`src/rtl/blink_monitor_pkg.sv`:
```
// rtl/blink_monitor_pkg.sv - shared state encoding, counter width and helpers for blink_monitor
package blink_monitor_pkg;

  localparam int CNT_W = 26;

  typedef enum logic {
    IDLE    = 1'b0,
    MEASURE = 1'b1
  } state_t;

  // Unsigned distance that never wraps, regardless of operand order.
  function automatic logic [CNT_W-1:0] abs_diff(input logic [CNT_W-1:0] a,
                                                 input logic [CNT_W-1:0] b);
    return (a >= b) ? (a - b) : (b - a);
  endfunction

endpackage

```
`src/rtl/sync_edge_detect.sv`:
```
// rtl/sync_edge_detect.sv - 2-flop synchronizer with registered any-edge pulse
module sync_edge_detect (
  input  logic clk,
  input  logic rst,
  input  logic d,
  output logic edge_pulse
);

  logic s1;
  logic s2;
  logic s3;

  // s1/s2 resolve metastability; s3 holds the previous synchronized level.
  always_ff @(posedge clk) begin
    if (rst) begin
      s1         <= 1'b0;
      s2         <= 1'b0;
      s3         <= 1'b0;
      edge_pulse <= 1'b0;
    end else begin
      s1         <= d;
      s2         <= s1;
      s3         <= s2;
      edge_pulse <= s2 ^ s3;
    end
  end

endmodule

```
`src/rtl/blink_monitor.sv`:
```
// rtl/blink_monitor.sv - measures half-periods of a blink signal, flags tolerance and stuck input
module blink_monitor
  import blink_monitor_pkg::*;
#(
  parameter int CLK_FREQ_HZ = 50000000,
  parameter int BLINK_HZ    = 1,
  parameter int TOL_CYCLES  = 1000
) (
  input  logic             clk,
  input  logic             rst,
  input  logic             sig_in,
  output logic [CNT_W-1:0] half_period,
  output logic             meas_valid,
  output logic             in_range,
  output logic             stuck,
  output logic [15:0]      good_count
);

  localparam longint EXPECTED       = longint'(CLK_FREQ_HZ) / (longint'(2) * longint'(BLINK_HZ));
  localparam longint TIMEOUT_CYCLES = longint'(2) * EXPECTED;
  localparam longint CNT_MAX        = (longint'(1) << CNT_W) - 1;

  if (EXPECTED > CNT_MAX || TIMEOUT_CYCLES > CNT_MAX) begin : g_width_err
    $error("blink_monitor: EXPECTED/TIMEOUT_CYCLES do not fit in the counter width");
  end

  localparam logic [CNT_W-1:0] EXP_C = CNT_W'(EXPECTED);
  localparam logic [CNT_W-1:0] TO_C  = CNT_W'(TIMEOUT_CYCLES);
  localparam logic [CNT_W-1:0] TOL_C = CNT_W'(TOL_CYCLES);

  state_t           state;
  logic [CNT_W-1:0] counter;
  logic             edge_det;
  logic             meas_pending;
  logic             hit;

  sync_edge_detect u_sync (
    .clk        (clk),
    .rst        (rst),
    .d          (sig_in),
    .edge_pulse (edge_det)
  );

  assign hit = (abs_diff(counter, EXP_C) <= TOL_C);

  // meas_valid trails the half_period update by one cycle through meas_pending.
  always_ff @(posedge clk) begin
    if (rst) begin
      state        <= IDLE;
      counter      <= '0;
      half_period  <= '0;
      meas_pending <= 1'b0;
      meas_valid   <= 1'b0;
      in_range     <= 1'b0;
      stuck        <= 1'b0;
      good_count   <= '0;
    end else begin
      meas_valid   <= meas_pending;
      meas_pending <= 1'b0;
      case (state)
        IDLE: begin
          if (edge_det) begin
            counter <= CNT_W'(1);
            stuck   <= 1'b0;
            state   <= MEASURE;
          end
        end
        MEASURE: begin
          // An edge on the timeout cycle still counts as a measurement.
          if (edge_det) begin
            half_period  <= counter;
            in_range     <= hit;
            meas_pending <= 1'b1;
            counter      <= CNT_W'(1);
            if (hit && good_count != 16'hFFFF) begin
              good_count <= good_count + 16'd1;
            end
          end else if (counter == TO_C) begin
            stuck <= 1'b1;
            state <= IDLE;
          end else begin
            counter <= counter + CNT_W'(1);
          end
        end
      endcase
    end
  end

endmodule
```
`config.mk`:
```
export PLATFORM = sky130hd
export DESIGN_NAME = blink_monitor
export DESIGN_NICKNAME = d
export VERILOG_FILES = /design/src/rtl/blink_monitor_pkg.sv /design/src/rtl/sync_edge_detect.sv /design/src/rtl/blink_monitor.sv
export SDC_FILE = /design/constraint.sdc
export NUM_CORES = 1
export LEC_CHECK = 0
export BUFFER_PORTS_ARGS = -buffer_cell sky130_fd_sc_hd__buf_2
export CAP_MARGIN = 20
export CORE_UTILIZATION = 50
export DETAILED_ROUTE_END_ITERATION = 7
export PLACE_DENSITY = 0.72
export SETUP_SLACK_MARGIN = 0.02
export SLEW_MARGIN = 20
export SYNTH_ARGS = -nofsm -noshare
export SYNTH_HDL_FRONTEND = slang
export SYNTH_SLANG_ARGS = --single-unit
```
`constraint.sdc`:
```
create_clock -name clk -period 9.62 [get_ports clk]
set_input_delay 1.443 -clock clk [delete_from_list [all_inputs] [get_ports clk]]
set_output_delay 1.443 -clock clk [all_outputs]
set_load 0.1 [all_outputs]
```
==> results.cfg, run 1 <==
[yosys]
synth_cells = 545
async_flop_share_pct = 0
synth_edf_count = 0
synth_cell_types = 68
synth-main-ff-cell = dfxtp_1
yosysSeqAreaShare_pct = 35.3
syn_area_um2 = 4370
synth-seq-cells = 77
ys_warn_count = 0
syn-num-nets = 557
post_synth.cell_area_avg_um2 = 8.02

[clock_tree]
cts_tree = yes
cts_setup_buffers = 0
clock_sinks = 77
clock_latency_ns = 0.36
cts_resized = 0
cts_buffer_depth = 2
cts_root_buffer = clkbuf_8
cts_hold_buf = 0
path_clk_slew_ns = 0.09
cts_htree_levels = 3
cts_buffers = 9

[worst_setup_path]
critPathKind = reg -> reg
r2r_start = counter[0]
start_kind = flop
reg2reg_slack_ns = 5.24
end_kind = flop
critPathMaxFanout = 30
critical_path_arrival_ns = 4.67
rr_worst_depth = 12
reg2reg_to = good_count[14]
critPathRequiredTime_ns = 9.91

[floorplanning]
coreArea_um2 = 8340
start_util_pct = 52.4
io_pins = 48
die_area_um2 = 9120
die_width_um = 95.5
die_height_um = 95.5
std_cell_rows = 33

[cells_and_area]
area_delta_synth_final_pct = 8.79
antenna_cells_inserted = 0
drive_above_1_share_pct = 13.0
layout_common_cells = dfxtp_1 (77), nor2_1 (72), buf_2 (47), a21oi_1 (38), mux2i_1 (31)
nets = 578
final_common_cell = dfxtp_1

[detailed_routing]
dr.pass1.iters = 5
vias = 4085
wl_per_cell_um = 16.6
ant_nets = 0
viasPerCell = 6.04
drc = 0
drt_iter0_markers = 243
wl_um = 11200

[place]
dp_hpwl_um = 7820
dp_slack_ns = 5.39
portBuffers = 47
routabilityCongestion = 0.909

[pwr]
power.density_nw_per_um2 = 119
p_seq_share_pct = 56.6
p_sw_mw = 0.145
sw_frac_of_total_pct = 25.6
vdd_drop_max_mv = 0.0957
static-leakage-power_nw = 1.79
pwr-share-clk_pct = 39.6
intPower_mw = 0.422
p_comb_share_pct = 3.8

[run_status]
outcome = finished clean

[sta]
skew_ns = 0.0165
setup-tns-final_ns = 0
rsz0062_at_grt = false
post-route-period-util_pct = 45.5
period_minus_slack_ns = 4.38
hold_viol = 0
finalSetupViolations = 0
max_freq_mhz = 228
slew_viol_final = 0
worstMarginPinSlew_ns = 0.928
layout_setup_ws_ns = 5.24
slew_headroom_pct = 37.7

[global_routing]
antenna_found_initial = 0
grt_pass1_wl_um = 18700
track_usage_pct = 26.4
grt_pass1_vias = 3644
grt_overflow_total = 0
grt_max_degree = 61

[min_path]
hold_path.class = reg -> reg
hold_depth = 1
hold_end = meas_valid
hp-start = meas_pending

[flow_run]
max_cap_violations = 0
## state kept, by name, summed over array words and instances (netlist names)
signal,cells
in_range,1
meas_valid,1
good_count,16
u_sync.s1,1
stuck,1
u_sync.s2,1
meas_pending,1
half_period,26
u_sync.s3,1
u_sync.edge_pulse,1
state,1
counter,26
## synthesized netlist by cell type (4+ instances only)
library cell / instances / area, µm²
dfxtp_1: 77 / 1540
nor2_1: 72 / 270
a21oi_1: 38 / 190
mux2i_1: 31 / 310
nand2_1: 30 / 113
clkbuf_1: 29 / 109
nand3_1: 27 / 135
o21ai_0: 21 / 105
or3_1: 19 / 119
inv_1: 17 / 63.8
xnor2_1: 15 / 131
and3_1: 14 / 87.6
nand4_1: 11 / 68.8
o21ai_1: 11 / 55.1
xor2_1: 11 / 96.3
ha_1: 9 / 113
nor3_1: 9 / 45.0
a31oi_1: 8 / 50.1
nor2b_1: 7 / 43.8
a211oi_1: 6 / 45.0
o31ai_1: 5 / 37.5
and4_1: 4 / 35.0
buf_1: 4 / 15.0
nand2b_1: 4 / 25.0
nor4_1: 4 / 25.0
o211ai_1: 4 / 30.0
## cells by family (layout without fill, tap and decap cells)
kind of cell | Yosys count | count (layout) | synth area share (%)
mux | 32 | 32 | 7.36
buf+inv | 57 | 83 | 5.58
flops | 77 | 77 | 35.3
simple gates | 226 | 226 | 27.3
xor+xnor | 26 | 26 | 5.21
compound gates | 118 | 118 | 16.7
fa+ha+maj | 9 | 9 | 2.58
## per-layer routing
| layer | share of wire [%] | vias to the layer above | GRT usage [%] |
|---|---|---|---|
| met3 | 5.4 | 16 | 5.50 |
| met1 | 47 | 1941 | 37.1 |
| li1 | - | 2007 | - |
| met5 | 0 | - | 0 |
| met2 | 46 | 121 | 40.4 |
| met4 | 1.6 | 0 | 8.21 |
## final cells by class
cell class | instances | area, µm²
fillers | 802 | 3590
multi-input cells | 411 | 2580
flip-flops and latches | 77 | 1540
repair buffers | 50 | 258
well taps | 105 | 131
clock buffers | 10 | 128
inverters | 17 | 63.8
clock inverters | 6 | 47.5
## power groups by stage
stage / logic [mW] / clock network (mW) / registers (mW)
floorplan: 0.0154 / 0 / 0.328
global placement: 0.0208 / 0 / 0.328
detailed placement: 0.0211 / 0 / 0.329
CTS: 0.0212 / 0.230 / 0.321
global route: 0.0233 / 0.242 / 0.321
finish: 0.0214 / 0.225 / 0.321
## critical path: stages (launching register included)
cell	delay, ns
dfxtp_1	0.38
inv_1	0.11
ha_1	0.27
nor4b_1	0.54
nand4_1	0.17
o41a_1	0.53
nand2_1	0.35
mux2i_1	0.26
xnor2_1	0.14
o2111a_1	0.26
nand4_2	0.53
or4_1	0.62
a21oi_1	0.15
## per-stage QoR
step,instance area [µm²],total power [mW],utilization [%],hold slack [ns],std cells
final,4750,0.567,57.0,0.447,676
after global routing,4750,0.587,57.0,0.462,676
after global placement,4580,0.349,54.9,0.432,660
after CTS,4750,0.573,57.0,0.448,676
after detailed placement,4580,0.350,54.9,0.429,660
after floorplan,4370,0.344,-,0.414,545
## worst max path at each step
stage                     slack [ns]  depth (start not counted)  startpoint        endpoint
after floorplan                 6.22                         16  counter[6]   good_count[1]
after global placement          5.59                         12  counter[6]  good_count[14]
after detailed placement        5.39                         12  counter[0]  good_count[14]
after CTS                       5.33                         12  counter[0]  good_count[14]
after global routing            5.00                         12  counter[0]  good_count[14]
final                           5.24                         12  counter[0]  good_count[14]
Note: power is estimated with default switching activity, not from simulation.
==> run 2: changes to the inputs <==
ABC_AREA = 1   (was default)
PLACE_DENSITY = 0.71   (was 0.72)
clock period = 4.58 ns   (was 9.62 ns; I/O delays follow)
==> run 2 against run 1 <==
  * Flip-flop and latch count stayed put
  * Critical path depth is 7 higher
  * Clock-buffer cell count is 1 lower
  * Critical path type unchanged
  * Synthesized cell count is 50% higher
  * Highest routed layer unchanged
  * Worst setup slack worse by 4.0 ns
  * Via count is 34% higher
  * First-iteration DRC count is 50% higher
  * Critical endpoint is now good_count[1]
==> results.cfg, run 2 <==
[floorplanning]
io_pins = 48
std_cell_rows = 36
die_width_um = 103
coreArea_um2 = 9770
die_height_um = 103
start_util_pct = 51.8
die_area_um2 = 10500

[clock_tree]
cts_resized = 0
clock_sinks = 77
clock_latency_ns = 0.38
cts_buffer_depth = 2
cts_hold_buf = 0
cts_setup_buffers = 0
cts_buffers = 9
cts_root_buffer = clkbuf_8
cts_htree_levels = 3
path_clk_slew_ns = 0.09
cts_tree = yes

[cells_and_area]
fin_util_pct = 56.7
area_delta_synth_final_pct = 9.50
nFillCells = 1045
drive_above_1_share_pct = 13.7
largest_registers = counter (26), half_period (26), good_count (16)
regArea_um2 = 1540
finish.instance_area_um2 = 5540
final_common_cell = nand2_1
layout_common_cells = nand2_1 (216), nor2_1 (103), inv_1 (91), dfxtp_1 (77), nand3_1 (62)
nets = 866
antenna_cells_inserted = 0
multi_input_area_um2 = 2950

[detailed_routing]
ant_nets = 0
drc = 0
drt_iter0_markers = 364
wl_per_cell_um = 16.1
vias = 5459
dr.pass1.iters = 6
wl_um = 16000
viasPerCell = 5.50

[global_routing]
grt_pass1_vias = 4900
antenna_found_initial = 0
track_usage_pct = 31.9
grt_max_degree = 55
grt_overflow_total = 0
grt_pass1_wl_um = 25000

[sta]
slew_headroom_pct = 29.7
post-route-period-util_pct = 72.8
layout_setup_ws_ns = 1.24
hold_viol = 0
skew_ns = 0.0129
max_freq_mhz = 300
rsz0062_at_grt = false
period_minus_slack_ns = 3.34
finalSetupViolations = 0
slew_viol_final = 0
worstMarginPinSlew_ns = 1.05
setup-tns-final_ns = 0

[yosys]
yosys.area_share.simple_pct = 40.8
async_flop_share_pct = 0
synth_top_area_cell = dfxtp_1
syn-num-nets = 831
synthAdderAreaFrac_pct = 2.23
synth_compound_area_share_pct = 13.3
yosysMostFrequentCell = nand2_1
syn_area_um2 = 5060
yosysSeqAreaShare_pct = 30.5
synth_top_family_by_area = simple AND/OR/NAND/NOR gates
netlist.area_leader.share_pct = 30.5
synth-seq-cells = 77
synth-main-ff-cell = dfxtp_1
yosys-top-cells-count = nand2_1 (216), nor2_1 (103), inv_1 (91)
synth_area_leaders = dfxtp_1 (30%), nand2_1 (16%), nor2_1 (7.6%)
synth_cell_types = 42
synth_edf_count = 0
synth_cells = 819
synth.area.mux_share_pct = 0
post_synth.cell_area_avg_um2 = 6.18
ys_warn_count = 0
synth-xor-area-share_pct = 2.08

[flow_run]
max_cap_violations = 0

[place]
routabilityCongestion = 1.01
dpl_cell_area_um2 = 5340
dp_slack_ns = 1.30
dp_hpwl_um = 12400
portBuffers = 47

[worst_setup_path]
rr_worst_depth = 19
critPathRequiredTime_ns = 4.90
start_kind = flop
critPathKind = reg -> reg
critical_path_arrival_ns = 3.66
end_kind = flop
critPathMaxFanout = 15

[min_path]
hold_path.class = reg -> reg
hold_depth = 2

[pwr]
vdd_drop_max_mv = 0.210
static-leakage-power_nw = 2.54
power.density_nw_per_um2 = 238

[run_status]
outcome = finished clean
## run 2: per-layer routing
metal / global-route usage [%] / wire, µm
met5: 0 / 0
met4: 17.0 / 644
met3: 6.71 / 1360
met2: 50.4 / 7140
met1: 40.7 / 6860
## run 2: kinds of logic (layout without fill, tap and decap cells)
group / after synthesis / after routing
buf+inv: 135 / 175
fa+ha+maj: 9 / 9
flops: 77 / 77
xor+xnor: 12 / 12
simple gates: 463 / 463
compound gates: 123 / 123
## run 2: stage by stage
step	instances	power (mW)	hold WS [ns]
after CTS	992	1.33	0.428
after floorplan	819	0.760	0.388
after global placement	976	0.786	0.390
final	992	1.32	0.423
after detailed placement	976	0.788	0.422
after global routing	992	1.36	0.443
## run 2: area by class of cell
type	count	area share [%]
clock inverter	7	1.42
clock buffer	9	2.24
inverter	107	7.25
tap	133	3.00
sequential	77	27.8
multi-input combinational	607	53.3
timing repair buffer	52	4.92
## run 2: power by group
part	leakage, nW	total, mW	switching (mW)	internal [mW]
Sequential	0.621	0.678	0.00404	0.674
Clock	0.105	0.543	0.284	0.259
Combinational	1.81	0.0956	0.0721	0.0236
## run 2: path summary, 6_finish.rpt
| kind | endpoint | slack, ns | start |
|---|---|---|---|
| worst max register to register | good_count[1] | 1.24 | counter[7] |
| worst max-delay path | good_count[1] | 1.24 | counter[7] |
| worst min register to register | meas_valid | 0.42 | meas_pending |
| worst min-delay path | meas_valid | 0.42 | meas_pending |
## run 2: worst max-delay path, stage by stage (launching register included)
cell	delay [ns]
dfxtp_1	0.41
clkinv_1	0.29
ha_1	0.32
nand3_1	0.16
nand3_2	0.17
nand2_2	0.15
nand2_1	0.07
nand3_2	0.27
nand3_1	0.11
nand2_1	0.11
nand2_1	0.07
nor2_2	0.16
nand3_2	0.10
nor2_4	0.30
nand2_1	0.14
inv_2	0.11
nand2_1	0.08
nand2_1	0.10
nand2_1	0.05
nor2_1	0.09
